[src/rtl/branch_unit.sv]
// ID-stage branch/jump resolution: hazard bubbles, taken decision, registered redirect and taken counter.
// Redirect and flush appear one cycle after a taken decision; the wrong-path ID slot in that cycle is ignored.
module branch_unit #(
  parameter int PC_SIZE  = 32,
  parameter int REG_ADDR = 5,
  parameter int CNT_SIZE = 16
) (
  input  logic                clk,
  input  logic                rst_n,
  input  logic                id_valid,
  input  logic                id_is_beq,
  input  logic                id_is_bne,
  input  logic                id_is_jump,
  input  logic                cmp_eq,
  input  logic [PC_SIZE-1:0]  id_pc_plus4,
  input  logic [PC_SIZE-1:0]  id_offset,
  input  logic [PC_SIZE-1:0]  id_jtarget,
  input  logic [REG_ADDR-1:0] id_rs,
  input  logic [REG_ADDR-1:0] id_rt,
  input  logic                ex_reg_write,
  input  logic                ex_mem_read,
  input  logic [REG_ADDR-1:0] ex_rd,
  input  logic                mem_mem_read,
  input  logic [REG_ADDR-1:0] mem_rd,
  output logic                stall,
  output logic                redirect,
  output logic [PC_SIZE-1:0]  pc_target,
  output logic                if_id_flush,
  output logic [CNT_SIZE-1:0] taken_cnt
);

  typedef enum logic {S_RUN, S_STALL} state_t;

  state_t              r_state;
  state_t              w_state_nxt;
  logic [1:0]          r_count;
  logic [1:0]          w_count_nxt;
  logic                r_redirect;
  logic                r_flush;
  logic [PC_SIZE-1:0]  r_pc_target;
  logic [CNT_SIZE-1:0] r_taken_cnt;

  logic                w_branch;
  logic                w_jump;
  logic                w_taken;
  logic                w_ex_match;
  logic                w_mem_match;
  logic [1:0]          w_bubbles;
  logic                w_stall;
  logic                w_decide;
  logic [PC_SIZE-1:0]  w_off_sh;
  logic [PC_SIZE-1:0]  w_br_target;
  logic [PC_SIZE-1:0]  w_target;

  // Register zero is never a real producer, so it cannot create a hazard.
  function automatic logic hz_match(input logic [REG_ADDR-1:0] rd,
                                    input logic [REG_ADDR-1:0] rs,
                                    input logic [REG_ADDR-1:0] rt);
    return (rd != '0) && ((rd == rs) || (rd == rt));
  endfunction

  function automatic logic [CNT_SIZE-1:0] sat_inc(input logic [CNT_SIZE-1:0] v);
    return (&v) ? v : v + 1'b1;
  endfunction

  assign w_branch    = id_valid & (id_is_beq | id_is_bne);
  assign w_jump      = id_valid & id_is_jump;
  assign w_taken     = (id_valid & id_is_beq & cmp_eq)
                     | (id_valid & id_is_bne & ~cmp_eq)
                     | w_jump;
  assign w_ex_match  = hz_match(ex_rd, id_rs, id_rt);
  assign w_mem_match = hz_match(mem_rd, id_rs, id_rt);

  // Offset is a word offset; the shift drops the top two bits and the add wraps.
  assign w_off_sh    = id_offset << 2;
  assign w_br_target = id_pc_plus4 + w_off_sh;
  assign w_target    = w_jump ? id_jtarget : w_br_target;

  always_comb begin
    w_bubbles = 2'd0;
    if (w_branch) begin
      if (ex_reg_write && ex_mem_read && w_ex_match) begin
        w_bubbles = 2'd2;
      end else if (ex_reg_write && w_ex_match) begin
        w_bubbles = 2'd1;
      end else if (mem_mem_read && w_mem_match) begin
        w_bubbles = 2'd1;
      end
    end
  end

  always_comb begin
    w_state_nxt = r_state;
    w_count_nxt = r_count;
    w_stall     = 1'b0;
    w_decide    = 1'b0;
    case (r_state)
      S_RUN: begin
        if (!r_redirect) begin
          if (w_bubbles != 2'd0) begin
            w_stall = 1'b1;
            if (w_bubbles == 2'd2) begin
              w_state_nxt = S_STALL;
              w_count_nxt = w_bubbles - 2'd1;
            end
          end else begin
            w_decide = w_taken;
          end
        end
      end
      S_STALL: begin
        w_stall     = 1'b1;
        w_count_nxt = (r_count != 2'd0) ? r_count - 2'd1 : 2'd0;
        if (w_count_nxt == 2'd0) begin
          w_state_nxt = S_RUN;
        end
      end
      default: begin
        w_state_nxt = S_RUN;
        w_count_nxt = 2'd0;
      end
    endcase
  end

  always_ff @(posedge clk or negedge rst_n) begin
    if (!rst_n) begin
      r_state     <= S_RUN;
      r_count     <= 2'd0;
      r_redirect  <= 1'b0;
      r_flush     <= 1'b0;
      r_pc_target <= '0;
      r_taken_cnt <= '0;
    end else begin
      r_state    <= w_state_nxt;
      r_count    <= w_count_nxt;
      r_redirect <= w_decide;
      r_flush    <= w_decide;
      if (w_decide) begin
        r_pc_target <= w_target;
        r_taken_cnt <= sat_inc(r_taken_cnt);
      end
    end
  end

  // Stall is combinational from the hazard inputs, so it must be masked by reset.
  assign stall       = w_stall & rst_n;
  assign redirect    = r_redirect;
  assign if_id_flush = r_flush;
  assign pc_target   = r_pc_target;
  assign taken_cnt   = r_taken_cnt;

endmodule
[config.mk]
export PLATFORM = sky130hd
export DESIGN_NAME = branch_unit
export DESIGN_NICKNAME = d
export VERILOG_FILES = /design/src/rtl/branch_unit.sv
export SDC_FILE = /design/constraint.sdc
export NUM_CORES = 1
export LEC_CHECK = 0
export CORE_MARGIN = 2
export CORE_UTILIZATION = 30
export CTS_BUF_LIST = sky130_fd_sc_hd__clkbuf_2 sky130_fd_sc_hd__clkbuf_4 sky130_fd_sc_hd__clkbuf_8
export CTS_CLUSTER_DIAMETER = 200
export DETAILED_ROUTE_END_ITERATION = 16
export PLACE_DENSITY_LB_ADDON = 0.12
export SLEW_MARGIN = 20
export SYNTH_ARGS = -nofsm -noshare
export SYNTH_HDL_FRONTEND = slang
export SYNTH_SLANG_ARGS = --single-unit
[constraint.sdc]
create_clock -name clk -period 6.05 [get_ports clk]
set_input_delay 0.9075 -clock clk [delete_from_list [all_inputs] [get_ports clk]]
set_output_delay 0.9075 -clock clk [all_outputs]
set_load 0.05 [all_outputs]
==> flow_metrics.tcl <==
set metrics [dict create \
    first_pass_iters 5 \
    drt.antenna.violating_nets 0 \
    fin_util 0.4486 \
    r2r_slack_ns 3.93 \
    grt_max_degree 53 \
    core-area_um2 13770 \
    die_x_um 122.5 \
    critPathBufInv 2 \
    critPathMostFrequentCell "clkdlybuf4s50_1" \
    synthMuxAreaShare 0.03387 \
    maxCapViolCount 0 \
    remaining_drc_errors 0 \
    path_class "input port to output port" \
    final.setup.worst_slack_ns 1.311 \
    leakagePower_nw 2.543 \
    max_freq_ghz 0.2110 \
    synth.distinct_cells 67 \
    antenna_cells 0 \
    synth_seq_area_share 0.3090 \
    drtIter0Drc 229 \
    status "complete, no violations" \
    crit_path_start_kind "input port" \
    grtUsageMet1 0.2136 \
    synth_nets 631 \
    worstHoldPathType "flop to flop" \
    finalSetupViolCount 0 \
    postCtsSetupBuffers 0 \
    io_buffers 174 \
    fp.dieArea_um2 15000 \
    dpl_cell_area_um2 6085 \
    crit_path_max_fanout 3 \
    num_vias 4065 \
    hold_buffers 0 \
    setup-tns-final_ns 0 \
    crit_path_end_kind "output port" \
    synth.avg_cell_area_um2 8.923 \
    overflow 0 \
    use_met2 0.2892 \
    ys_ff_latch 52 \
    cp_slowest_stage_delay_ns 0.80 \
    met3_usage 0.04322 \
    relSlewSlack 0.5004 \
    stdcell_area_um2 6178 \
    post-route-period-util 0.7833 \
    drv_slew 0 \
    holdPathEnd "pc_target[0]$_DFFE_PN0P_" \
    synth_compound_area_frac 0.2243 \
    clkSinkCount 52 \
    reg2reg_from "r_state$_DFF_PN0_" \
    fin_skew_ns 0.01358 \
    synth_xor_area_frac 0.1248 \
    clk_pin_slew_ns 0.11 \
    cts_buffer_depth 2 \
    cts_resized 0 \
    cts_root_buf "clkbuf_8" \
    boundaryPins 177 \
    synthAdderAreaFrac 0.09982 \
    initial_core_util 0.3058 \
    worstPathArrival_ns 3.83 \
    place_ws_ns 1.304 \
    synth_simple_gate_area_frac 0.1711 \
    hold_viol_final 0 \
    drt_wl_total_um 12540 \
    p_per_area_nw_per_um2 273.5 \
    fin_crit_ns 4.739 \
    synth_area_um2 4212 \
    crit_slowest_cell "clkdlybuf4s50_1" \
    num_rows 43 \
    antenna_found_initial 0 \
    synth_cells 472 \
    htreeDepth 2 \
    grt_pass1_wl_um 20080 \
    final_nets 796 \
    place_congestion 0.9123 \
    holdCritStartpoint "pc_target[0]$_DFFE_PN0P_" \
    tritoncts "yes" \
    synth_flop_cell "dfrtp_1" \
    synth_edf_count 0 \
    die_height_um 122.5 \
    synth_top_family_by_area "compound AO/OA/AOI/OAI gates" \
    top_usage_layer "met2" \
    insertion_delay_ns 0.33 \
    cp_top_family "buffers and inverters" \
    rsz0062_at_grt "no" \
    wl_per_cell_um 15.32 \
    routed_via_density 4.969 \
    rr_worst_depth 7 \
    syn_to_final_growth_pct 46.70 \
    path_cells "clkdlybuf4s50_1 -> xor2_1 -> nor3_1 -> nand3_1 -> a21oi_1 -> mux2i_1 -> nand2_1 -> ha_1 -> nor2_1 -> o21a_1 -> clkdlybuf4s50_1" \
    critical_path_required_ns 5.14 \
    first_global_vias 4064 \
    synthArstFlopShare 1.000 \
    max_slew.worst_pin.slew_ns 0.7465 \
    drive_gt1_frac 0.05799 \
    peakVddDrop_v 0.0001064 \
    cts_made_buffers 5 \
    r2r_end "taken_cnt[15]$_DFFE_PN0P_" \
    gr-usage-all-layers 0.1682 \
    whs_path_depth 2 \
    ys.warnings.count 0 \
    dpl.hpwl_um 9992 \
]
==> flip-flops by register name, summed over array words and instances, names as in the netlist <==
register     count
pc_target       32
taken_cnt       16
r_count          2
if_id_flush      1
r_state          1
==> worst register-to-register path, cell delays in order (launching register included) <==
cell      delay, ns
dfrtp_1        0.48
and4bb_1       0.35
o21ai_4        0.22
nor2_2         0.29
and3_4         0.26
and3b_1        0.20
nand3_1        0.10
xnor2_1        0.13
==> Yosys cell counts, types with 2 or more instances <==
cell | instances | area (um^2)
xnor2_1 | 40 | 350.3
a31oi_1 | 3 | 18.77
nor2b_1 | 3 | 18.77
ha_1 | 32 | 400.4
o21ai_0 | 22 | 110.1
nand4_1 | 14 | 87.58
nand2b_1 | 2 | 12.51
a21oi_2 | 2 | 17.52
and4_1 | 2 | 17.52
dfrtp_1 | 52 | 1301
mux2_2 | 2 | 22.52
clkbuf_1 | 3 | 11.26
o21ai_2 | 2 | 17.52
o211ai_1 | 7 | 52.55
a311oi_1 | 2 | 17.52
inv_1 | 9 | 33.78
a21oi_1 | 38 | 190.2
and2_1 | 2 | 12.51
buf_4 | 3 | 22.52
or4_1 | 2 | 15.01
nand3_1 | 21 | 105.1
buf_6 | 4 | 45.04
buf_1 | 3 | 11.26
nor3_1 | 9 | 45.04
nor2_1 | 27 | 101.4
o21ai_1 | 22 | 110.1
o21a_1 | 6 | 45.04
and3_1 | 2 | 12.51
nand2_1 | 51 | 191.4
xor2_1 | 20 | 175.2
mux2i_1 | 12 | 120.1
buf_2 | 4 | 20.02
a211oi_1 | 3 | 22.52
a21o_1 | 13 | 97.59
==> worst max path at each step <==
stage / startpoint / to / depth (start not counted)
2_1_floorplan: ex_rd[1] / stall / 8
3_3_place_gp: id_rt[3] / stall / 11
3_5_place_dp: ex_rd[2] / stall / 11
4_1_cts: ex_rd[2] / stall / 11
5_1_grt: ex_rd[2] / stall / 11
6_report: ex_rd[2] / stall / 11
==> per-layer routing <==
layer | wire [um] | up-vias
li1 | - | 2037
met4 | 189 | 0
met3 | 859 | 14
met2 | 5987 | 118
met1 | 5499 | 1896
met5 | 0 | -
==> cells by family after synthesis <==
logic type               after synthesis
multiplexers                          14
buffers and inverters                 28
flip-flops                            52
XOR/XNOR                              60
adder cells (fa/ha/maj)               33
AND/OR/NAND/NOR                      146
AO/OA/AOI/OAI                        139
==> where the power goes <==
part	internal (mW)	switching, mW
sequential	0.441	0.0697
clock	0.0847	0.136
combinational	0.371	0.587
==> cell type report <==
| cell class | instances | area (um^2) |
|---|---|---|
| inverter | 9 | 33.78 |
| sequential | 52 | 1301 |
| timing repair buffer | 177 | 1759 |
| fill | 1416 | 7595 |
| clock inverter | 3 | 25.02 |
| tap | 180 | 225.2 |
| multi-input combinational | 392 | 2765 |
| clock buffer | 5 | 68.82 |
==> layout by cell type (no fill, tap or decap), drive strengths merged, types with 2 or more instances in the layout <==
master         Yosys  layout
a211oi             5       5
o21bai             2       2
inv                9      11
buf               14       4
nor2b              3       3
ha                32      32
xor2              20      20
dfrtp             52      52
o21ai             47      47
o211ai             9       9
o21a               6       6
o31ai              2       2
and4               3       3
a21o              13      13
or4                2       2
and2               3       3
clkbuf             5       5
nand2             52      52
and3               3       3
clkdlybuf4s50      0     173
nand2b             2       2
nor2              28      28
nand4             14      14
a31oi              4       4
mux2i             12      12
a21oi             40      40
xnor2             40      40
mux2               2       2
a311oi             2       2
nand3             22      22
nor3              10      10
==> metrics by stage <==
step                      total power, mW  std cells  hold slack, ns
after global placement              1.473        810          0.4642
after global routing                1.797        818          0.5180
after CTS                           1.718        818          0.4953
after floorplan                     1.121        472          0.5011
after detailed placement            1.483        810          0.4692
final                               1.690        818          0.4852
Power figures use the tool's default switching activity.
